[config.mk]
export PLATFORM = sky130hd
export DESIGN_NAME = load_store_unit
export DESIGN_NICKNAME = d
export VERILOG_FILES = /design/src/rtl/lsu_pkg.sv /design/src/rtl/lsu_align.sv /design/src/rtl/load_store_unit.sv
export SDC_FILE = /design/constraint.sdc
export NUM_CORES = 1
export LEC_CHECK = 0
export CORE_ASPECT_RATIO = 0.7
export CORE_MARGIN = 5
export CORE_UTILIZATION = 45
export DETAILED_ROUTE_END_ITERATION = 6
export GPL_TIMING_DRIVEN = 0
export HOLD_SLACK_MARGIN = 0.15
export PLACE_DENSITY_LB_ADDON = 0.25
export SYNTH_ARGS = -nofsm -noshare
export SYNTH_HDL_FRONTEND = slang
export SYNTH_HIERARCHICAL = 1
export SYNTH_SLANG_ARGS = --single-unit
[constraint.sdc]
create_clock -name clk -period 8.1 [get_ports clk]
set_input_delay 0.81 -clock clk [delete_from_list [all_inputs] [get_ports clk]]
set_output_delay 0.81 -clock clk [all_outputs]
set_load 0.03 [all_outputs]
[src/rtl/lsu_pkg.sv]
// lsu_pkg: shared types and helpers for the load/store unit.
//   - lsu_state_e : sequencer states
//   - F3_*        : RV64 load/store funct3 encodings
//   - SZ_*        : access size encodings (funct3[1:0])
//   - lsu_req_t   : latched request
//   - size_bytes(), is_misaligned() helpers
package lsu_pkg;

  localparam int LSU_XLEN        = 64;
  localparam int LSU_OFFSET_BITS = 3;

  typedef enum logic [2:0] {
    S_IDLE,
    S_LOAD_RD,
    S_STORE_WR,
    S_RMW_RD,
    S_RMW_WR,
    S_RESP,
    S_FAULT
  } lsu_state_e;

  localparam logic [2:0] F3_LB  = 3'b000;
  localparam logic [2:0] F3_LH  = 3'b001;
  localparam logic [2:0] F3_LW  = 3'b010;
  localparam logic [2:0] F3_LD  = 3'b011;
  localparam logic [2:0] F3_LBU = 3'b100;
  localparam logic [2:0] F3_LHU = 3'b101;
  localparam logic [2:0] F3_LWU = 3'b110;

  localparam logic [1:0] SZ_B = 2'b00;
  localparam logic [1:0] SZ_H = 2'b01;
  localparam logic [1:0] SZ_W = 2'b10;
  localparam logic [1:0] SZ_D = 2'b11;

  typedef struct packed {
    logic                is_store;
    logic [2:0]          funct3;
    logic [LSU_XLEN-1:0] addr;
    logic [LSU_XLEN-1:0] wdata;
  } lsu_req_t;

  function automatic logic [3:0] size_bytes(input logic [1:0] sz);
    return 4'd1 << sz;
  endfunction

  // Natural alignment: the offset must be a multiple of the access size.
  function automatic logic is_misaligned(input logic [1:0] sz,
                                         input logic [LSU_OFFSET_BITS-1:0] off);
    case (sz)
      SZ_H:    return off[0];
      SZ_W:    return |off[1:0];
      SZ_D:    return |off;
      default: return 1'b0;
    endcase
  endfunction

endpackage

[src/rtl/lsu_align.sv]
// lsu_align: combinational byte-lane logic for the load/store unit.
//   word       : doubleword read from memory
//   off        : byte offset within the doubleword
//   funct3     : size in [1:0], unsigned-load flag in [2]
//   wdata      : right-justified store data
//   load_data  : extracted and sign/zero-extended load result
//   store_word : word with the addressed bytes replaced by wdata
module lsu_align
  import lsu_pkg::*;
#(
  parameter int XLEN        = 64,
  parameter int OFFSET_BITS = 3
) (
  input  logic [XLEN-1:0]        word,
  input  logic [OFFSET_BITS-1:0] off,
  input  logic [2:0]             funct3,
  input  logic [XLEN-1:0]        wdata,
  output logic [XLEN-1:0]        load_data,
  output logic [XLEN-1:0]        store_word
);

  logic [OFFSET_BITS+2:0] bit_off;
  logic [XLEN-1:0]        shifted;
  logic [XLEN-1:0]        mask;
  logic                   uns;

  assign bit_off = {off, 3'b000};
  assign uns     = funct3[2];

  always_comb begin
    shifted   = word >> bit_off;
    load_data = '0;
    mask      = '0;
    case (funct3[1:0])
      SZ_B: begin
        load_data = {{(XLEN-8){~uns & shifted[7]}}, shifted[7:0]};
        mask      = {{(XLEN-8){1'b0}}, 8'hFF};
      end
      SZ_H: begin
        load_data = {{(XLEN-16){~uns & shifted[15]}}, shifted[15:0]};
        mask      = {{(XLEN-16){1'b0}}, 16'hFFFF};
      end
      SZ_W: begin
        load_data = {{(XLEN-32){~uns & shifted[31]}}, shifted[31:0]};
        mask      = {{(XLEN-32){1'b0}}, 32'hFFFF_FFFF};
      end
      default: begin
        load_data = shifted;
        mask      = '1;
      end
    endcase
    // Byte-merge: only lanes [off, off+size) take new data.
    store_word = (word & ~(mask << bit_off)) | ((wdata << bit_off) & (mask << bit_off));
  end

endmodule

[src/rtl/load_store_unit.sv]
// load_store_unit: memory-stage sequencer for RV64 loads/stores against a
// 64-bit doubleword-addressed memory.
//   req_*   : one request per valid/ready handshake (ready only in IDLE)
//   resp_*  : one-cycle completion pulse with load data or fault flag
//   mem_*   : read/write strobes, aligned address, full write word;
//             mem_read_data is combinational from the memory
// Sub-doubleword stores are done as read-modify-write. Misaligned or
// illegal requests complete with resp_fault and never touch memory.
module load_store_unit
  import lsu_pkg::*;
#(
  parameter int XLEN        = LSU_XLEN,
  parameter int OFFSET_BITS = LSU_OFFSET_BITS
) (
  input  logic            clk,
  input  logic            reset,
  input  logic            req_valid,
  output logic            req_ready,
  input  logic            req_is_store,
  input  logic [2:0]      req_funct3,
  input  logic [XLEN-1:0] req_addr,
  input  logic [XLEN-1:0] req_wdata,
  output logic            resp_valid,
  output logic [XLEN-1:0] resp_rdata,
  output logic            resp_fault,
  output logic            mem_read,
  output logic            mem_write,
  output logic [XLEN-1:0] mem_address,
  output logic [XLEN-1:0] mem_write_data,
  input  logic [XLEN-1:0] mem_read_data
);

  lsu_state_e      state, state_nxt;
  lsu_req_t        req_q;
  logic [XLEN-1:0] old_q;
  logic            accept;
  logic            bad;
  logic [XLEN-1:0] load_data;
  logic [XLEN-1:0] store_word;

  assign req_ready = (state == S_IDLE) && !reset;
  assign accept    = req_valid && req_ready;

  always_comb begin
    bad = is_misaligned(req_funct3[1:0], req_addr[OFFSET_BITS-1:0]);
    if (req_is_store) bad = bad | req_funct3[2];
    else              bad = bad | (req_funct3 == 3'b111);
  end

  always_ff @(posedge clk or posedge reset) begin
    if (reset) begin
      state <= S_IDLE;
      req_q <= '0;
      old_q <= '0;
    end else begin
      state <= state_nxt;
      if (accept) req_q <= '{is_store: req_is_store, funct3: req_funct3,
                             addr: req_addr, wdata: req_wdata};
      if (state == S_LOAD_RD || state == S_RMW_RD) old_q <= mem_read_data;
    end
  end

  always_comb begin
    state_nxt = state;
    case (state)
      S_IDLE: begin
        if (accept) begin
          if (bad)                         state_nxt = S_FAULT;
          else if (!req_is_store)          state_nxt = S_LOAD_RD;
          else if (req_funct3[1:0] == SZ_D) state_nxt = S_STORE_WR;
          else                             state_nxt = S_RMW_RD;
        end
      end
      S_LOAD_RD:  state_nxt = S_RESP;
      S_STORE_WR: state_nxt = S_RESP;
      S_RMW_RD:   state_nxt = S_RMW_WR;
      S_RMW_WR:   state_nxt = S_RESP;
      default:    state_nxt = S_IDLE;
    endcase
  end

  lsu_align #(.XLEN(XLEN), .OFFSET_BITS(OFFSET_BITS)) u_align (
    .word       (old_q),
    .off        (req_q.addr[OFFSET_BITS-1:0]),
    .funct3     (req_q.funct3),
    .wdata      (req_q.wdata),
    .load_data  (load_data),
    .store_word (store_word)
  );

  // All memory-side outputs decode from registered state only.
  always_comb begin
    mem_read       = (state == S_LOAD_RD) || (state == S_RMW_RD);
    mem_write      = (state == S_STORE_WR) || (state == S_RMW_WR);
    mem_address    = '0;
    mem_write_data = '0;
    if (mem_read || mem_write)
      mem_address = {req_q.addr[XLEN-1:OFFSET_BITS], {OFFSET_BITS{1'b0}}};
    if (state == S_STORE_WR) mem_write_data = req_q.wdata;
    if (state == S_RMW_WR)   mem_write_data = store_word;
    resp_valid = (state == S_RESP) || (state == S_FAULT);
    resp_fault = (state == S_FAULT);
    resp_rdata = (state == S_RESP && !req_q.is_store) ? load_data : '0;
  end

endmodule

Word level (Yosys, flattened, before mapping)
Cells that the tools add are included.
Cells by class
  shift-type cells: 3
  bitwise logic cells: 10
  reductions and logical operators: 14
  eq/ne operators: 13
  multiplexer cells: 13
Operators by type and width (number)
  $pmux W64 S3: 2
  $mux W64: 4
  $and A64 B64 Y64: 2
  $shl A64 B6 Y64: 2
  $not A64 Y64: 1
  $or A64 B64 Y64: 1
  $shr A64 B6 Y64: 1
  $eq A3 B3 Y1 const B: 4
  $pmux W3 S3: 1
  $eq A2 B2 Y1 const B: 3
  $eq A3 B2 Y1 const B: 2
  $mux W3: 2
  $reduce_or A3 Y1: 2
  $eq A2 B1 Y1 const B: 2
  $logic_or A1 B1 Y1: 4
  $and A1 B1 Y1: 3
  $eq A3 B1 Y1 const B: 1
  $logic_and A1 B1 Y1: 3
  $logic_not A3 Y1: 1
  $pmux W1 S3: 1
  $logic_not A1 Y1: 2
  $logic_not A2 Y1: 1
  $mux W1: 2
  $mux W2: 1
  other kinds (4): 5
Storage, ports and cells
  logic and storage cells: 59
  input port bits: 199
  register bits: 199

Longest topological paths before layout
  depth after elaboration: 7
  depth in mapped cells: 10

Modules after synthesis
Netlist, hierarchy kept.
Modules (own cells, without submodules)
  load_store_unit: cells an instance 675, seq. area each 4979.8 µm², instances 1, area each 9316.4 µm²
  lsu_align: cells an instance 621, seq. area each 0.0 µm², instances 1, area each 4645.7 µm²

Worst setup path after synthesis
No wires, ideal clock.
  path type: flip-flop to output port
  start point: reg req_q[64] in the netlist's numbering
  end point: out mem_write_data[48]
  required time: 7.290 ns
  setup slack: 5.201 ns
  cell stages (with the launch flop): 8
  arrival: 2.089 ns
  cell sequence: dfrtp_1 -> buf_6 -> buf_6 -> buf_12 -> mux2_4 -> mux4_2 -> mux2_4 -> a22o_1
Between the ends
  longest elaborated chain between the ends: 5
RTL lines
  start, declared: RTL line load_store_unit.sv:34  | lsu_req_t req_q;
  start signal, assigned: RTL line load_store_unit.sv:57  | if (accept) req_q <= '{is_store: req_is_store, funct3: req_funct3,
  $shl A64 B6 Y64: RTL line lsu_align.sv:53  | store_word = (word & ~(mask << bit_off)) | ((wdata << bit_off) & (mask << bit_off));
  $not A64 Y64: RTL line lsu_align.sv:53
  $and A64 B64 Y64: RTL line lsu_align.sv:53
  $or A64 B64 Y64 *: RTL line lsu_align.sv:53
  via store_word[48]: RTL line load_store_unit.sv:39  | logic [XLEN-1:0] store_word;
  $mux W64 *: RTL line load_store_unit.sv:100  | if (state == S_RMW_WR) mem_write_data = store_word;
  end, declared: RTL line load_store_unit.sv:29  | output logic [XLEN-1:0] mem_write_data,
Mark *: on every way through the listed nets, which the timed path passes. The rest lies on a longest branch.

Worst setup path after layout
  start point: reg req_q[129] in the netlist's numbering
  end point: out mem_write_data[61]
Between the ends
  longest elaborated chain between the ends: 7
RTL lines
  $eq A2 B2 Y1 (tied with other cells): RTL line lsu_align.sv:34  | case (funct3[1:0])
  $pmux W64 S3 *: RTL line lsu_align.sv:34
  $shl A64 B6 Y64 *: RTL line lsu_align.sv:53
  $not A64 Y64: RTL line lsu_align.sv:53
  $and A64 B64 Y64: RTL line lsu_align.sv:53
  $or A64 B64 Y64 *: RTL line lsu_align.sv:53
  via store_word[61]: RTL line load_store_unit.sv:39
  $mux W64 *: RTL line load_store_unit.sv:100
Marks and branches as above.

==> run summary <==
For this design the static power due to leakage is 8.34 nW. The clock-pin slew of the registers on the worst-case setup and hold paths is 0.08 ns, and the synthesized area divided by synthesized cell count is 10.8 um2. The worst-case headroom to the max-slew limit was 0.373.

The most frequently used cell type in the post-synthesis netlist is dfrtp_1. The critical path starts at req_q[129]$_DFFE_PP0P_. For the combined global-route utilization of all metal layers, the log shows 0.339. The area share of the leading cell type in the synthesized netlist is 0.357, and the area of placed instances is 18,500 um2. For the final routed database, the setup TNS stands at 0 ns.

For the detailed placement HPWL, the log shows 48,100 um. In the routed design, unresolved DRC markers number 5. Ranked by instance count, the synthesized netlist is headed by 199 x dfrtp_1, 187 x mux2_2, 100 x nand2_1. Summed over all instances, the cell type with the most area after synthesis is dfrtp_1. For the number of distinct library cells after synthesis, the log shows 55. Proportion of power drawn by flip-flops and latches: 0.216. The worst hold path class was reg2reg. The most instantiated flip-flop cell in the synthesis netlist was dfrtp_1.

The congestion estimate from routability-driven global placement came to 1.03. The via count normalized by instance count was 6.01; the initial core utilization was 0.452. The first-iteration detailed-routing DRC count was 1,612. Kind of critical path: reg2out. The run gives 6 as the number of warnings issued by yosys. Post-synthesis sequential element count: 199.

Counting the fill cells in the layout gives 2,573. For the relative contribution of combinational cells to total power, the log shows 0.696. Row generation in the floorplan step produced 54 rows. The worst setup path is captured at an output pin.

Setup violations remaining at the end of the flow were counted as 0. For the worst-skew pair, the clock arrives at the later sink with an insertion delay of 0.46 ns. The part of the total power dissipated in the clock network was 0.088; the share of the core filled with cells was 0.617. The run gives 86,700 um as the global-route wire length before repair. For the final-report max-slew violation count, the log shows 0.

At the end of the flow, the number of nets in the layout was 1,909. The hold buffer count at CTS came out at 0. The flow ran to the end, but the final reports show violations.

The number of failing hold endpoints at the final stage was 0; the synthesized instance count was 1,296. The switching power share of the total was 0.501; the maximum clock frequency was 0.212 GHz. CTS saw 199 sinks.

The logs give 0 for the final antenna-violating net count and 19,100 um2 for the final instance area. Data on the critical path arrives at its endpoint at 3.90 ns. The number of instances resized during post-cts repair is 0, and the maximum number of pins on one net before global-route repair is 120. From left edge to right edge, the die measures 221 um. The count of input and output buffers is 392.

For the first-pass iteration count of the detailed router, the log shows 7. The number of maximum-capacitance violations came out at 0. In this run the most critical hold path is launched from req_q[76]$_DFFE_PP0P_. Summed over all nets, the switching power comes to 5.10 mW. The total number of vias is 12,901. The power density relative to cell area works out to 534 nW/um2.

The final period utilization works out to 0.581. The floorplan step set the die height to 157 um. The worst path required time is 7.29 ns, and the async set-or-reset flop fraction in the synthesized netlist is 1.00.

The setup fix buffers added after clock tree synthesis is 0, and the post-route minimum period is 4.71 ns. By area the synthesized netlist is led by dfrtp_1 36%, mux2_2 15%, mux2_4 8.7%. The root buffer cell chosen for the clock tree is clkbuf_16. The worst register-to-register path begins at state[2]$_DFFE_PP0P_.

After detailed routing, the average wire length per cell comes to 28.1 um. The fraction of final layout cells sized beyond drive strength 1 is 0.236. The floorplan step defined a die boundary enclosing 34,700 um2.

Setup repair after global routing left no endpoint under its margin. The part of the Yosys area used for sequential elements was 0.357. The synthesis-to-finish area growth came out at 36.5%. At the pin with the least slew margin, the transition time is 0.936 ns. The clock tree synthesis step divided the H-tree into 4 levels.

Clock tree synthesis inserted a total of 17 buffers. STA classifies the critical path startpoint as a flop. The longest clock path from root to sink contains 2 buffers.

TritonCTS built the clock tree. Across the VDD grid, the largest voltage drop is 0.000279 V. The leftover overflow at the end of global routing was 0.

In this run the count of I/O pins placed on the die edge is 396. The logs give 0 for the number of antenna violations at the first check in global routing and 60,300 um for the final routed wirelength across all metal layers. The count of flip-flops with a built-in enable after synthesis was 0; the number of global-route vias before repair was 12,751. The final reports fail on design-rule violations. Along the worst path, the maximum fanout reaches 10. The total area inside the core boundary comes to 30,900 um2.

The cell area that synthesis handed to floorplanning was 14,000 um2. For the internal power consumption, the log shows 5.07 mW. Clock skew: 0.0141 ns.
==> logic make-up after synthesis <==
family	Yosys count	synth area share
buffers and inverters	138	0.0556
AO/OA/AOI/OAI	223	0.120
AND/OR/NAND/NOR	354	0.137
multiplexers	380	0.330
XOR/XNOR	1	0.000627
other	1	0.000269
flip-flops	199	0.357
==> power groups by stage <==
stage | combinational, mW | sequential [mW] | clock, mW
global placement | 6.80 | 2.15 | 0
CTS | 6.90 | 2.16 | 0.908
floorplan | 4.59 | 1.80 | 0
global route | 7.37 | 2.23 | 0.952
detailed placement | 6.85 | 2.17 | 0
finish | 7.08 | 2.19 | 0.895
==> sequential cells by signal, indices dropped and copies added (netlist names) <==
name	count
old_q	64
req_q	132
state	3
==> path summary, 6_finish.rpt <==
| check | endpoint | slack (ns) | cells after the start |
|---|---|---|---|
| setup / recovery | mem_write_data[61] | 3.39 | 8 |
| hold / removal | req_q[76]$_DFFE_PP0P_ | 0.50 | 1 |
| setup reg to reg | old_q[58]$_DFFE_PP0N_ | 5.93 | 5 |
| hold reg to reg | req_q[76]$_DFFE_PP0P_ | 0.50 | 1 |
| max in group asynchronous | old_q[6]$_DFFE_PP0N_ | 6.14 | 3 |
| min in group asynchronous | old_q[40]$_DFFE_PP0N_ | 0.96 | 2 |
==> stage by stage <==
| step | total power [mW] | hold slack (ns) | std cells | setup slack [ns] |
|---|---|---|---|---|
| 6_report | 10.2 | 0.499 | 2145 | 3.39 |
| 3_3_place_gp | 8.96 | 0.478 | 2110 | -0.868 |
| 5_1_grt | 10.5 | 0.507 | 2143 | 3.38 |
| 2_1_floorplan | 6.39 | 0.471 | 1298 | 1.86 |
| 4_1_cts | 9.97 | 0.501 | 2143 | 3.52 |
| 3_5_place_dp | 9.03 | 0.484 | 2111 | 4.11 |
==> cell type report <==
cell class	instances	area (um2)	share of cell area
Antenna cell	2	5.00	0.000263
Inverter	7	33.8	0.00177
Multi-Input combinational cell	961	8210	0.431
Sequential cell	199	4980	0.261
Tap cell	420	526	0.0276
Timing Repair Buffer	393	3950	0.207
Buffer	131	751	0.0394
Clock inverter	10	134	0.00703
Clock buffer	22	464	0.0244
==> cell usage in the layout (no fill, tap or decap), drive strengths merged, types with 3 or more instances in the layout <==
cell | synthesis | final
inv | 6 | 10
o31ai | 8 | 8
and3 | 63 | 63
nor2b | 17 | 17
mux2 | 268 | 268
nor2 | 26 | 26
a31oi | 7 | 7
dfrtp | 199 | 199
a21oi | 13 | 13
or2 | 9 | 9
clkdlybuf4s50 | 0 | 392
o22ai | 9 | 9
a221o | 5 | 5
a211oi | 8 | 8
a32oi | 8 | 8
o2bb2ai | 4 | 4
nand3 | 12 | 12
a22o | 64 | 64
clkbuf | 48 | 70
nand3b | 3 | 3
clkinv | 1 | 4
nand2 | 102 | 102
and2 | 75 | 75
mux4 | 13 | 13
a22oi | 17 | 17
o211ai | 39 | 39
nand2b | 8 | 8
nand4 | 24 | 24
mux2i | 99 | 99
o21ai | 32 | 32
buf | 83 | 84
a2bb2oi | 3 | 3
conb | 1 | 3
nor3 | 10 | 10
==> metal layers <==
| metal | share of wire | up-vias | track usage |
|---|---|---|---|
| met5 | 0 | - | 0 |
| met4 | 0.016 | 0 | 0.0673 |
| met3 | 0.12 | 52 | 0.108 |
| met2 | 0.42 | 772 | 0.482 |
| met1 | 0.45 | 6470 | 0.508 |
| li1 | - | 5607 | - |
==> critical path: stages, from the launching register on <==
cell and delay, ns:
dfrtp_1 0.38, clkbuf_1 0.38, clkinv_1 0.45, a22oi_1 0.74
buf_2 0.35, nor2_1 0.08, a21oi_1 0.17, a22o_1 0.21
clkdlybuf4s50_1 0.68
No activity file was read; power rests on OpenSTA's default activity.
